$ cat src/rtl/comp16_dma_pkg.sv
// Shared definitions for the RAM block-copy/fill engine: FSM state
// encoding, transfer-mode constants and a small state-class helper.
package comp16_dma_pkg;

    typedef enum logic [1:0] {
        ST_IDLE = 2'd0,
        ST_RD   = 2'd1,
        ST_WR   = 2'd2,
        ST_FIN  = 2'd3
    } dma_state_e;

    localparam logic MODE_COPY = 1'b0;
    localparam logic MODE_FILL = 1'b1;

    // True for the states that touch the RAM port (a transfer is in flight).
    function automatic logic is_xfer_state(input dma_state_e st);
        logic act;
        case (st)
            ST_RD:   act = 1'b1;
            ST_WR:   act = 1'b1;
            default: act = 1'b0;
        endcase
        return act;
    endfunction

endpackage

$ cat src/rtl/ram_dma_addr_gen.sv
// Address/length bookkeeping for the DMA engine: loadable source and
// destination pointers that wrap modulo 2**ADDR_W, and a remaining-words
// down-counter with a flag marking the final word of the transfer.
module ram_dma_addr_gen #(
    parameter int ADDR_W = 16,
    parameter int LEN_W  = 16
) (
    input  logic              clk,
    input  logic              rst_n,
    input  logic              load,
    input  logic [ADDR_W-1:0] src_in,
    input  logic [ADDR_W-1:0] dst_in,
    input  logic [LEN_W-1:0]  len_in,
    input  logic              step,
    input  logic              step_src,
    output logic [ADDR_W-1:0] src,
    output logic [ADDR_W-1:0] dst,
    output logic [LEN_W-1:0]  remaining,
    output logic              last
);

    localparam logic [ADDR_W-1:0] ADDR_ONE = {{(ADDR_W-1){1'b0}}, 1'b1};
    localparam logic [LEN_W-1:0]  LEN_ONE  = {{(LEN_W-1){1'b0}}, 1'b1};

    logic [ADDR_W-1:0] src_r;
    logic [ADDR_W-1:0] dst_r;
    logic [LEN_W-1:0]  rem_r;

    // Load operands on an accepted start; advance pointers and count down once per written word.
    always_ff @(posedge clk or negedge rst_n) begin
        if (!rst_n) begin
            src_r <= {ADDR_W{1'b0}};
            dst_r <= {ADDR_W{1'b0}};
            rem_r <= {LEN_W{1'b0}};
        end else if (load) begin
            src_r <= src_in;
            dst_r <= dst_in;
            rem_r <= len_in;
        end else if (step) begin
            dst_r <= dst_r + ADDR_ONE;
            rem_r <= rem_r - LEN_ONE;
            if (step_src) begin
                src_r <= src_r + ADDR_ONE;
            end else begin
                src_r <= src_r;
            end
        end else begin
            src_r <= src_r;
            dst_r <= dst_r;
            rem_r <= rem_r;
        end
    end

    assign src       = src_r;
    assign dst       = dst_r;
    assign remaining = rem_r;
    assign last      = (rem_r == LEN_ONE);

endmodule

$ cat src/rtl/ram_dma_engine.sv
// Block-copy / block-fill engine mastering one port of a dual-port RAM.
// Copy alternates a read cycle and a write cycle per word (the RAM read
// value has one cycle of latency); fill writes one word per cycle.
// Optional feature macro: RAM_DMA_CHECKSUM_EN adds a running sum (csum)
// of every word written during the transfer.
module ram_dma_engine
    import comp16_dma_pkg::*;
#(
    parameter int ADDR_W = 16,
    parameter int DATA_W = 16,
    parameter int LEN_W  = 16
) (
    input  logic              clk,
    input  logic              rst_n,
    input  logic              start,
    input  logic              mode,
    input  logic [ADDR_W-1:0] srcAdrs,
    input  logic [ADDR_W-1:0] dstAdrs,
    input  logic [LEN_W-1:0]  len,
    input  logic [DATA_W-1:0] fillVal,
    input  logic              abort,
    output logic [ADDR_W-1:0] ramAdrs,
    output logic [DATA_W-1:0] ramData,
    output logic              ramWE,
    input  logic [DATA_W-1:0] ramVal,
    output logic              busy,
    output logic              done,
    output logic              aborted,
    output logic [LEN_W-1:0]  remaining
`ifdef RAM_DMA_CHECKSUM_EN
    ,
    output logic [DATA_W-1:0] csum
`endif
);

    dma_state_e        state_r;
    logic              mode_r;
    logic [DATA_W-1:0] fill_r;
    logic              busy_r;
    logic              done_r;
    logic              aborted_r;
    logic [ADDR_W-1:0] hold_adrs_r;

    logic              load_s;
    logic              step_s;
    logic              step_src_s;
    logic [ADDR_W-1:0] src_s;
    logic [ADDR_W-1:0] dst_s;
    logic              last_s;
    logic [ADDR_W-1:0] adrs_s;
    logic [DATA_W-1:0] wdata_s;
    logic              we_s;

    // A start is only honoured in IDLE; a write cycle advances the counters.
    assign load_s     = (state_r == ST_IDLE) && start;
    assign step_s     = (state_r == ST_WR);
    assign step_src_s = step_s && (mode_r == MODE_COPY);

    ram_dma_addr_gen #(
        .ADDR_W (ADDR_W),
        .LEN_W  (LEN_W)
    ) u_addr_gen (
        .clk       (clk),
        .rst_n     (rst_n),
        .load      (load_s),
        .src_in    (srcAdrs),
        .dst_in    (dstAdrs),
        .len_in    (len),
        .step      (step_s),
        .step_src  (step_src_s),
        .src       (src_s),
        .dst       (dst_s),
        .remaining (remaining),
        .last      (last_s)
    );

    // RAM port decode from the state register only, so write enable cannot glitch.
    always_comb begin
        adrs_s  = hold_adrs_r;
        wdata_s = {DATA_W{1'b0}};
        we_s    = 1'b0;
        case (state_r)
            ST_RD: begin
                adrs_s = src_s;
            end
            ST_WR: begin
                adrs_s = dst_s;
                we_s   = 1'b1;
                if (mode_r == MODE_FILL) begin
                    wdata_s = fill_r;
                end else begin
                    wdata_s = ramVal;
                end
            end
            default: begin
                adrs_s = hold_adrs_r;
            end
        endcase
    end

    assign ramAdrs = adrs_s;
    assign ramData = wdata_s;
    assign ramWE   = we_s;

    // Remember the last driven address so the port stays put while idle.
    always_ff @(posedge clk or negedge rst_n) begin
        if (!rst_n) begin
            hold_adrs_r <= {ADDR_W{1'b0}};
        end else begin
            hold_adrs_r <= adrs_s;
        end
    end

    // Transfer sequencer with registered busy/done/aborted status.
    always_ff @(posedge clk or negedge rst_n) begin
        if (!rst_n) begin
            state_r   <= ST_IDLE;
            mode_r    <= MODE_COPY;
            fill_r    <= {DATA_W{1'b0}};
            busy_r    <= 1'b0;
            done_r    <= 1'b0;
            aborted_r <= 1'b0;
        end else begin
            // done trails FIN by one edge so it pulses for exactly one cycle
            done_r <= (state_r == ST_FIN);
            case (state_r)
                ST_IDLE: begin
                    if (start) begin
                        mode_r    <= mode;
                        fill_r    <= fillVal;
                        aborted_r <= 1'b0;
                        if (len == {LEN_W{1'b0}}) begin
                            state_r <= ST_FIN;
                            busy_r  <= 1'b0;
                        end else if (mode == MODE_FILL) begin
                            state_r <= ST_WR;
                            busy_r  <= is_xfer_state(ST_WR);
                        end else begin
                            state_r <= ST_RD;
                            busy_r  <= is_xfer_state(ST_RD);
                        end
                    end else begin
                        state_r <= ST_IDLE;
                        busy_r  <= 1'b0;
                    end
                end
                ST_RD: begin
                    if (abort) begin
                        state_r   <= ST_FIN;
                        busy_r    <= 1'b0;
                        aborted_r <= 1'b1;
                    end else begin
                        state_r <= ST_WR;
                        busy_r  <= 1'b1;
                    end
                end
                ST_WR: begin
                    // the write of this cycle completes regardless of abort
                    if (abort) begin
                        state_r   <= ST_FIN;
                        busy_r    <= 1'b0;
                        aborted_r <= 1'b1;
                    end else if (last_s) begin
                        state_r <= ST_FIN;
                        busy_r  <= 1'b0;
                    end else if (mode_r == MODE_FILL) begin
                        state_r <= ST_WR;
                        busy_r  <= 1'b1;
                    end else begin
                        state_r <= ST_RD;
                        busy_r  <= 1'b1;
                    end
                end
                ST_FIN: begin
                    state_r <= ST_IDLE;
                    busy_r  <= 1'b0;
                end
                default: begin
                    state_r <= ST_IDLE;
                    busy_r  <= 1'b0;
                end
            endcase
        end
    end

    assign busy    = busy_r;
    assign done    = done_r;
    assign aborted = aborted_r;

`ifdef RAM_DMA_CHECKSUM_EN
    logic [DATA_W-1:0] csum_r;

    // Running modulo-2**DATA_W sum of every word written in this transfer.
    always_ff @(posedge clk or negedge rst_n) begin
        if (!rst_n) begin
            csum_r <= {DATA_W{1'b0}};
        end else if (load_s) begin
            csum_r <= {DATA_W{1'b0}};
        end else if (we_s) begin
            csum_r <= csum_r + wdata_s;
        end else begin
            csum_r <= csum_r;
        end
    end

    assign csum = csum_r;
`endif

endmodule

$ cat config.mk
export PLATFORM = sky130hd
export DESIGN_NAME = ram_dma_engine
export DESIGN_NICKNAME = d
export VERILOG_FILES = /design/src/rtl/comp16_dma_pkg.sv /design/src/rtl/ram_dma_addr_gen.sv /design/src/rtl/ram_dma_engine.sv
export SDC_FILE = /design/constraint.sdc
export NUM_CORES = 1
export LEC_CHECK = 0
export CAP_MARGIN = 25
export CORE_MARGIN = 1
export CORE_UTILIZATION = 35
export CTS_CLUSTER_DIAMETER = 120
export CTS_CLUSTER_SIZE = 30
export DETAILED_ROUTE_END_ITERATION = 12
export DONT_BUFFER_PORTS = 1
export PLACE_DENSITY = 0.57
export SYNTH_ARGS = -nofsm -noshare
export SYNTH_HDL_FRONTEND = slang
export SYNTH_SLANG_ARGS = --single-unit
$ cat constraint.sdc
create_clock -name clk -period 3.3 [get_ports clk]
set_clock_uncertainty 0.15 [all_clocks]
set_input_delay 0 -clock clk [delete_from_list [all_inputs] [get_ports clk]]
set_output_delay 0 -clock clk [all_outputs]
set_load 0.03 [all_outputs]
### Word-level counts from Yosys, hierarchy flattened

Cells that the tools add are included.

* multiplexer cells: 28
* bitwise operators: 1
* reductions and logical operators: 11
* equal/unequal tests: 6
* $add $sub $neg: 3

Operators by type and width (count)
* $mux 16: 9
* $add 16x1->16 const B: 2
* $pmux 16 s2: 1
* $eq 16x1->1 const B: 1
* $logic_not 16->1: 1
* $sub 16x1->16 const B: 1
* $mux 2: 6
* $mux 1: 9
* $pmux 2 s4: 1
* $reduce_bool 2->1: 3
* $eq 2x2->1 const B: 2
* $pmux 1 s4: 1
* $reduce_and 2->1: 2
* $reduce_and 3->1: 1
* $eq 2x1->1 const B: 1
* $logic_and 1x1->1: 2
* $logic_not 2->1: 1
* $ne 2x1->1 const B: 1
* $ne 2x2->1 const B: 1
* $pmux 1 s2: 1
* $reduce_or 2->1: 1
* $not 1->1: 1

* input bits: 85
* register bits after elaboration: 86
* word-level logic and storage cells: 59
* output and inout bits: 52

### Logic depth before layout (Yosys ltp)

Gate-level depths: netlist of the first run.

* depth after elaboration: 5
* mapped depth: 8
* gate-level depth less buffers: 6

### By module

Synthesis of the first run repeated with hierarchy kept, for this count alone.

* cell total of the unflattened synthesis: 488
* area total of the unflattened synthesis: 4734.5 sq um

Modules (own cells, without submodules)
* ram_dma_addr_gen: cells each 308, times used 1, sequential area each 1201.2 sq um, area an instance 2715.1 sq um
* ram_dma_engine: cells each 180, times used 1, sequential area each 950.9 sq um, area an instance 2019.4 sq um

### Worst setup path after synthesis of the first run

OpenSTA, ideal clock, no wires.

* kind: reg2reg
* from: register state_r[0]
* to: register hold_adrs_r[0]
* setup time: 0.186 ns
* clock period less this slack: 2.435 ns
* slack: 0.865 ns
* cell stages (with the launch flop): 7
* data arrival time: 2.099 ns
* cells stage by stage: dfrtp_1 -> inv_1 -> ha_1 -> buf_2 -> buf_1 -> a22oi_1 -> a21oi_1

* word-level cells in the longest chain between the ends: 2
* elaborated cells between the ends (all ways): 3
* classes of those cells: 2 x eq/ne; 1 x mux

Ends and longest elaborated chain
* start: declaration: line ram_dma_engine.sv:36 `dma_state_e state_r;`
* start signal: assignment: line ram_dma_engine.sv:117 `state_r <= ST_IDLE;`
* start signal: assignment: line ram_dma_engine.sv:133 `state_r <= ST_FIN;`
* start signal: assignment: line ram_dma_engine.sv:136 `state_r <= ST_WR;`
* $eq 2x2->1 / $eq 2x1->1 (equally long branches): line ram_dma_engine.sv:82 `case (state_r)`
* $pmux 16 s2 (*): line ram_dma_engine.sv:82
* via ramAdrs[0]: line ram_dma_engine.sv:22 `output logic [ADDR_W-1:0] ramAdrs,`
* end signal: assignment: line ram_dma_engine.sv:108 `hold_adrs_r <= {ADDR_W{1'b0}};`
* end signal: assignment: line ram_dma_engine.sv:110 `hold_adrs_r <= adrs_s;`
* end: declaration: line ram_dma_engine.sv:42 `logic [ADDR_W-1:0] hold_adrs_r;`

Mark *: on every way through the listed nets, which the timed path passes. The rest lies on a longest branch.
A chain may end at the register's enable or synchronous reset.

### Worst setup path after layout of the first run

* from: register state_r[0]
* to: register state_r[0]

* word-level cells in the longest chain between the ends: 2
* elaborated cells between the ends (all ways): 5
* classes of those cells: 3 x eq/ne; 1 x mux; 1 x reduce/logical

Ends and longest elaborated chain
* $eq 2x2->1, or another cell as far along: line ram_dma_engine.sv:126 `case (state_r)`
* $pmux 2 s4 (*): line ram_dma_engine.sv:126

Mark *: on every way between the ends. The rest lies on a longest branch, timed or not.

==> results of run 1 <==
## critical path: stages (launching register included)
cell           delay, ns
dfrtp_1             0.40
inv_1               0.12
ha_2                0.53
buf_4               0.38
a211oi_1            0.09
a221o_1             0.29
a31oi_1             0.15
dlygate4sd3_1       0.57
## where the power goes
part	switching [W]	internal [W]
sequential	0.000806	0.00158
clock	0.000428	0.000705
combinational	0.00190	0.000930
total	0.00314	0.00321
## placed cells by master (no fill, tap or decap), types with 4 or more instances in the layout
cell and n:
nand2_1 115, dlygate4sd3_1 70, nor2b_1 17, ha_1 8
xnor2_1 21, clkbuf_16 9, xor2_1 19, nor2_1 30
buf_4 11, o21ai_0 36, nor4_1 13, dfrtp_1 86
mux2i_1 21, a22oi_1 15, and2_1 4, inv_1 13
nor4_2 4, nand3_1 9, o21ai_1 9, nor3_1 10
nand4_1 14, a21oi_1 20
## timing repair
item	in CTS	in global routing
hold endpoints to repair	155	0
setup endpoints to repair	0	0
hold buffers	71	0
## cell usage after synthesis (2+ instances only)
master	count
a21oi_1	20
a221o_1	3
ha_1	9
inv_1	13
a211oi_1	2
buf_1	2
dfrtp_1	86
xor2_1	19
nand3_1	9
nand2_1	115
nand4_1	14
o21ai_1	9
a22oi_1	15
clkbuf_1	19
nor4_2	4
nor3b_1	2
nand3b_1	2
nor2_1	30
nor4_1	13
mux2i_1	21
nor3_1	10
and2_1	5
o21ai_0	36
nand4b_1	3
nor2b_1	17
a31oi_1	2
xnor2_1	21
buf_2	10
## cell families (layout without fill, tap and decap cells)
| logic type | after synthesis | count (layout) | share of synthesized area [%] |
|---|---|---|---|
| compound gates | 90 | 90 | 11.1 |
| xor+xnor | 40 | 40 | 7.46 |
| fa+ha+maj | 9 | 9 | 2.40 |
| buf+inv | 44 | 111 | 3.78 |
| flops | 86 | 86 | 45.8 |
| mux | 21 | 21 | 4.48 |
| simple gates | 234 | 234 | 24.9 |
## worst min path at each step
| stage | from | endpoint | cells past startpoint |
|---|---|---|---|
| finish | start | fill_r[14] | 3 |
| global route | start | fill_r[10] | 3 |
| CTS | start | fill_r[12] | 3 |
| detailed placement | rst_n | fill_r[11] | 0 |
| global placement | rst_n | fill_r[11] | 0 |
| floorplan | rst_n | aborted | 0 |
## per-stage QoR
stage	worst slack, ns	util (%)	hold WS (ns)	instances
6_report	0.564	46.2	0.0263	763
2_1_floorplan	0.865	-	-0.446	524
4_1_cts	0.556	46.2	0.0139	763
3_3_place_gp	0.899	38.0	-0.444	676
5_1_grt	0.441	46.2	0.0509	763
3_5_place_dp	0.850	38.0	-0.443	676
## layer usage
layer / GRT usage (%) / part of all wire, %
met5: 0 / 0
met4: 10.0 / 3.0
met3: 3.63 / 6.0
met2: 30.7 / 47
met1: 23.3 / 44
## sequential cells by signal, summed over array words and instances (netlist names)
register	count
done	1
u_addr_gen.remaining	16
fill_r	16
busy	1
u_addr_gen.dst	16
state_r	2
mode_r	1
hold_adrs_r	16
aborted	1
u_addr_gen.src	16
## final cells by class
class	count	area, um2	share of cell area [%]
Inverter	13	48.8	0.823
Multi-Input combinational cell	394	2370	40.0
Clock buffer	11	253	4.26
Timing Repair Buffer	82	811	13.7
Tap cell	172	215	3.63
Sequential cell	86	2150	36.3
Clock inverter	5	81.3	1.37
==> impl_metrics.ini, run 1 <==
[drt]
via_per_inst = 5.14
ant_nets = 0
wl_per_cell_um = 16.3
num_vias = 3922
routed_wl_mm = 12.4
firstDrtPassIters = 4
drc = 0
drtIter0Drc = 279

[setup_path]
critPathLaunchType = flip-flop
reg2reg_slack_ns = 0.56
timing.critical_path.to_type = flip-flop
reg2reg_to = state_r[0]
critPathCapture = state_r[0]
worstPathArrival_ns = 2.86
crit_type = flip-flop to flip-flop
worstSetupStartpoint = state_r[0]
crit_required_ns = 3.42
r2r_start = state_r[0]
path_max_fanout = 27
reg2reg_depth = 7

[synthesis]
yosysSeqAreaShare_pct = 45.8
yosys_warnings = 0
synth_area_mm2 = 0.00469
async_flop_share_pct = 100
syn_inst = 524
mappedNetlistNets = 618
synth-main-ff-cell = dfrtp_1
yosys.area.top_type = dfrtp_1
yosys.area.top_type_share_pct = 45.8
ys_seq_elements = 86
ys_types = 41
synth_area_leaders = dfrtp_1, nand2_1, mux2i_1
syn_area_per_cell_um2 = 8.96
synth_edf_count = 0

[clock_tree]
post-cts-setup-buffers = 0
clockBufferDepth = 2
cts_tree = yes
cts_resized = 0
cts_sinks = 86
clk_latency_ns = 0.34
htree_levels = 3
path_clk_slew_ns = 0.06
root_buffer = clkbuf_16
numCtsBuffers = 9

[power_and_ir_drop]
p_total_w = 0.00635
p_leak_nw = 2.40
ir_drop_uv = 349
p_per_area_mw_per_mm2 = 1070

[hold_path]
hp-class = primary input to flip-flop

[run_status]
status = complete, no violations

[grt]
grt_max_degree = 87
grt_antenna_before_repair = 0
overflow = 0
grt_pass1_vias = 4038
grt_use_total_pct = 18.7
grt_first_pass_wirelength_mm = 20.3

[timing]
hold_violations = 0
setup-violations-final = 0
period_needed_ns = 2.74
finalMaxSlewViolations = 0
rsz0062_at_grt = false
fmax_mhz = 366
tightestPinTransition_ns = 0.768
finalSetupTns_ns = 0
max_slew_margin_pct = 48.8
period_share_pct = 82.9

[placed_design]
dpl.hpwl_mm = 8.54
globalplace.congestion = 0.840
place_area_mm2 = 0.00487
io_buffers = 0

[job]
max_cap_viol_count = 0

[die]
die_h_um = 118
ios = 137
coreArea_mm2 = 0.0128
start_util_pct = 36.6
die_area_mm2 = 0.0139
die_x_um = 118
core.rowCount = 41

[cells_and_area]
fill_cells = 1239
final_nets = 680
drive_gt1_share_pct = 6.60
area_growth_pct = 26.3
fin_area_mm2 = 0.00593
n_antenna_cell = 0
No activity file was read; power rests on OpenSTA's default activity.
==> run 2: changes to the inputs <==
- ABC_AREA: not set -> 1
- PLACE_DENSITY: 0.57 -> 0.59
- clock period: 3.3 -> 2.5 ns (I/O delays scaled with it)
==> run 2 against run 1 <==
Maximum frequency is 15% higher. Worst setup slack worse by 0.44 ns. Critical path type unchanged. Routed wire length grew 27%. Die area up 12%. Critical path depth grew 1. Clock power rose by 25%. Area after synthesis grew 12%.
==> impl_metrics.ini, run 2 <==
[run_status]
status = complete, no violations

[synthesis]
yosys_warnings = 0
yosysSeqAreaShare_pct = 41.0
yosysMostFrequentCell = nand2_1
syn_inst = 752
synth_edf_count = 0
synth_area_mm2 = 0.00526
yosys.area.top_type = dfrtp_1
synth_area_leaders = dfrtp_1, nand2_1, nor2_1
synthTopCellsByCount = nand2_1, nor2_1, dfrtp_1, inv_1, nand3_1
ys_types = 39
mappedNetlistNets = 846
synth-main-ff-cell = dfrtp_1
async_flop_share_pct = 100
syn_area_per_cell_um2 = 6.99
yosys.area.top_type_share_pct = 41.0
ys_seq_elements = 86

[die]
die_h_um = 125
ios = 137
start_util_pct = 36.0
die_area_mm2 = 0.0155
core.rowCount = 44
die_x_um = 125
coreArea_mm2 = 0.0146

[clock_tree]
htree_levels = 3
cts_tree = yes
path_clk_slew_ns = 0.06
numCtsBuffers = 9
root_buffer = clkbuf_16
clockBufferDepth = 2
clk_latency_ns = 0.35
cts_sinks = 86

[setup_path]
path_cells = inv_1 > ha_1 > buf_4 > inv_1 > o21ai_0 > nand2_1 > nand2_1 > dlygate4sd3_1
worstSetupStartpoint = state_r[1]
critPathMaxStageDelay_ns = 0.58
r2r_start = state_r[1]
worstPathArrival_ns = 2.51
path_max_fanout = 17
crit_required_ns = 2.63
crit_family = buffers and inverters
cpMaxStageDelayCell = ha_1
timing.critical_path.to_type = flip-flop
critPathLaunchType = flip-flop
crit_type = flip-flop to flip-flop
reg2reg_slack_ns = 0.12
path_buf_inv = 4

[grt]
grt_pass1_vias = 5197
grt_first_pass_wirelength_mm = 26.3
grt_antenna_before_repair = 0
grt_max_degree = 87
overflow = 0
grt_use_total_pct = 21.0

[cells_and_area]
final_cell_mix = nand2_1, nor2_1, dlygate4sd3_1, dfrtp_1, inv_1
post-route-util_pct = 47.5
drive_gt1_share_pct = 10.4
final_nets = 965
n_antenna_cell = 0
fin_area_mm2 = 0.00693
fill_cells = 1432
area_growth_pct = 31.9
layout_commonest_cell = nand2_1

[timing]
hold_violations = 0
period_share_pct = 95.1
fin_ws_ns = 0.121
finalMaxSlewViolations = 0
max_slew_margin_pct = 56.6
setup-violations-final = 0
tightestPinTransition_ns = 0.651
fmax_mhz = 420
period_needed_ns = 2.38
holdWs_ns = 0.0863
rsz0062_at_grt = true

[drt]
routed_wl_mm = 15.8
num_vias = 5301
drtIter0Drc = 359
via_per_inst = 5.00
firstDrtPassIters = 5
wl_per_cell_um = 14.9
drc = 0
ant_nets = 0

[job]
max_cap_viol_count = 0

[placed_design]
io_buffers = 0
dpl.hpwl_mm = 10.9
place_area_mm2 = 0.00565
globalplace.congestion = 0.881
place_ws_ns = 0.306

[power_and_ir_drop]
ir_drop_uv = 739
p_leak_nw = 3.29
p_per_area_mw_per_mm2 = 1440

[hold_path]
hp-class = primary input to async pin
==> run 2: changes by cell type in the layout (fill, tap and decap cells not counted), sizes merged, moves of 24 or more <==
cell         before  now
buf              12   44
dlygate4sd3      70   94
inv              13   66
nand2           115  235
nand3             9   59
nor2             30  119
==> run 2: kinds of logic after synthesis <==
family                     after synthesis  share of synthesized area [%]
and+or+nand+nor                        439                           35.5
AOI/OAI and AO/OA                      111                           11.6
buffers and inverters                   96                           8.00
DFF                                     86                           41.0
xor gates and xnor gates                11                           1.83
adders and majority gates                9                           2.14
==> run 2: metal layers <==
metal  up-vias  wire length (um)  GRT usage [%]
li1       2649                 -              -
met1      2429              7190           27.9
met2       192              7400           33.5
met3        31               860           3.57
met4         0               387           9.57
met5         -                 0              0
==> run 2: layout make-up <==
cell class,count,area (um2),area share (%)
Timing Repair Buffer,138,1300,18.8
Inverter,66,254,3.66
Tap cell,184,230,3.32
Clock inverter,6,68.8,0.993
Sequential cell,86,2150,31.0
Multi-Input combinational cell,570,2690,38.7
Clock buffer,10,239,3.45
==> run 2: timing repair <==
action | 4_1_cts | 5_1_grt
endpoints found under the hold margin | 155 | 0
hold buffers | 95 | 0
setup endpoints to repair | 0 | 22
gates resized for setup | 0 | 1
setup buffers | 0 | 1
==> run 2: through the flow <==
step                      instances  setup TNS [ns]  power (W)
after floorplan                 752               0    0.00661
after global placement          948               0    0.00812
after detailed placement        948               0    0.00815
after CTS                      1059               0     0.0100
after global routing           1060         -0.0857     0.0108
final                          1060               0    0.00999
==> run 2: worst paths after layout <==
path,cells after the start,to
max reg2reg,8,busy
max,8,busy
max in group asynchronous,2,u_addr_gen.dst[14]
min in group clk,3,ramData[3]
min,2,fill_r[3]
min reg2reg,2,hold_adrs_r[12]
==> run 2: report_power, final <==
group | internal [W] | leakage (nW) | switching (W)
clock | 0.000808 | 0.149 | 0.000601
sequential | 0.00209 | 1.04 | 0.00100
combinational | 0.00202 | 2.10 | 0.00348
total | 0.00491 | 3.29 | 0.00508
==> run 2: worst register-to-register path, cell delays in order (launching register included) <==
cell and delay, ns:
dfrtp_1 0.40, inv_1 0.11, ha_1 0.58, buf_4 0.23, inv_1 0.04, o21ai_0 0.15, nand2_1 0.07, nand2_1 0.05
dlygate4sd3_1 0.54
==> run 3: changes to the inputs <==
- CORE_UTILIZATION: 35 -> 55
- PLACE_DENSITY: 0.59 -> 0.81
==> run 3 against run 2 <==
Power is 5.7% lower. Critical path depth rose by 1. Sequential power about the same. Sequential share of layout area increased by 1.9 points. Worst setup slack improved by 0.053 ns. Routed wire length down 4.6%. Largest power group unchanged. Highest routed layer unchanged.
==> impl_metrics.ini, run 3 (same netlist as run 2, synthesis figures left out) <==
[hold_path]
hp-class = primary input to async pin

[timing]
max_slew_margin_pct = 70.2
rsz0062_at_grt = false
holdWs_ns = 0.0685
period_share_pct = 93.0
finalMaxSlewViolations = 0
tightestPinTransition_ns = 0.446
fmax_mhz = 430
finalSetupTns_ns = 0
setup-violations-final = 0
period_needed_ns = 2.33
hold_violations = 0

[setup_path]
worstPathArrival_ns = 2.43
cpMaxStageDelayCell = dlygate4sd3_1
critPathMaxStageDelay_ns = 0.55
critPathMostFrequentCell = nand2_1
path_max_fanout = 6
crit_required_ns = 2.60
critPathLaunchType = flip-flop
path_cells = nor2_1 > nand2_1 > nor2_1 > nand2_1 > nand3_1 > o21ai_0 > nand2_1 > nand2_1 > dlygate4sd3_1
timing.critical_path.to_type = flip-flop
crit_type = flip-flop to flip-flop

[clock_tree]
path_clk_slew_ns = 0.09
cts_sinks = 86
clk_latency_ns = 0.37
clockBufferDepth = 2
numCtsBuffers = 9
root_buffer = clkbuf_8
cts_tree = yes
htree_levels = 3

[grt]
grt_first_pass_wirelength_mm = 24.7
grt_pass1_vias = 5267
grt_use_total_pct = 31.4
grt_antenna_before_repair = 0
grt_max_degree = 87
overflow = 0

[power_and_ir_drop]
ir_drop_uv = 756
p_per_area_mw_per_mm2 = 1440
p_leak_nw = 3.13
p_total_w = 0.00943

[placed_design]
dpl.hpwl_mm = 10.3
globalplace.congestion = 0.961
io_buffers = 0

[drt]
num_vias = 5431
firstDrtPassIters = 5
ant_nets = 0
drtIter0Drc = 312
drc = 0
via_per_inst = 5.53
routed_wl_mm = 15.1
wl_per_cell_um = 15.4

[die]
ios = 137
start_util_pct = 56.9
die_area_mm2 = 0.00995
coreArea_mm2 = 0.00924
die_h_um = 99.7
die_x_um = 99.7
core.rowCount = 35

[cells_and_area]
n_antenna_cell = 0
layout_commonest_cell = nand2_1
final_cell_mix = nand2_1, nor2_1, dfrtp_1, dlygate4sd3_1, inv_1
drive_gt1_share_pct = 10.6
area_growth_pct = 24.4
post-route-util_pct = 70.8
final_nets = 942

[job]
max_cap_viol_count = 0

[run_status]
status = complete, no violations
-- run 3: changes by cell type in the layout (fill, tap and decap cells not counted) --
cell	previous run	this run
ha_2	1	2
dlygate4sd3_1	94	72
clkbuf_16	9	0
ha_1	8	7
buf_4	42	41
buf_12	1	0
inv_1	62	63
clkinvlp_4	2	3
bufinv_16	1	2
clkinv_4	2	0
buf_6	0	1
clkbuf_8	1	9
-- run 3: metal layers --
metal,up-vias,routed length (um),track usage (%),share of wire [%]
li1,2602,-,-,-
met1,2559,6320,42.0,42
met2,240,7260,51.6,48
met3,30,1200,4.78,7.9
met4,0,339,12.3,2.2
met5,-,0,0,0
-- run 3: cell type report --
cell class | instances | area [um2]
Multi-Input combinational cell | 570 | 2690
Tap cell | 129 | 161
Timing Repair Buffer | 115 | 1070
Clock inverter | 7 | 96.3
Sequential cell | 86 | 2150
Clock buffer | 9 | 124
Inverter | 66 | 250
Fill cell | 750 | 2700
-- run 3: report_power, final --
group | leakage (nW) | switching, W | total, W | internal [W]
logic | 1.99 | 0.00345 | 0.00522 | 0.00177
registers | 1.04 | 0.00101 | 0.00310 | 0.00209
clock network | 0.102 | 0.000542 | 0.00111 | 0.000564
total | 3.13 | 0.00500 | 0.00943 | 0.00442
-- run 3: worst max-delay path, delay by kind of cell (launching register included) --
family | cells | cell delay, ns
AOI/OAI and AO/OA | 1 | 0.08
buffers and inverters | 1 | 0.55
DFF | 1 | 0.54
and+or+nand+nor | 7 | 0.90
-- run 3: worst paths after layout --
path / end / cells past startpoint / slack, ns / startpoint
max in group asynchronous: u_addr_gen.remaining[8] / 2 / 1.75 / rst_n
worst max-delay path: busy / 9 / 0.17 / u_addr_gen.remaining[10]
worst min-delay path: hold_adrs_r[14] / 2 / 0.07 / rst_n
min in group clk: fill_r[10] / 3 / 0.13 / fillVal[10]
worst min register to register: fill_r[15] / 2 / 0.34 / fill_r[15]
worst max register to register: busy / 9 / 0.17 / u_addr_gen.remaining[10]
-- run 3: per-stage QoR --
stage,area [um2],std cells,setup slack [ns]
2_1_floorplan,5260,752,0.227
3_3_place_gp,5560,893,0.532
3_5_place_dp,5560,893,0.479
4_1_cts,6530,982,0.154
5_1_grt,6540,982,0.0483
6_report,6540,982,0.174
-- run 3: what timing repair did --
item	CTS	global route
hold buffers	73	0
hold endpoints to repair	155	0
buffers inserted	0	0
resized for setup	0	2
endpoints found under the setup margin	0	2
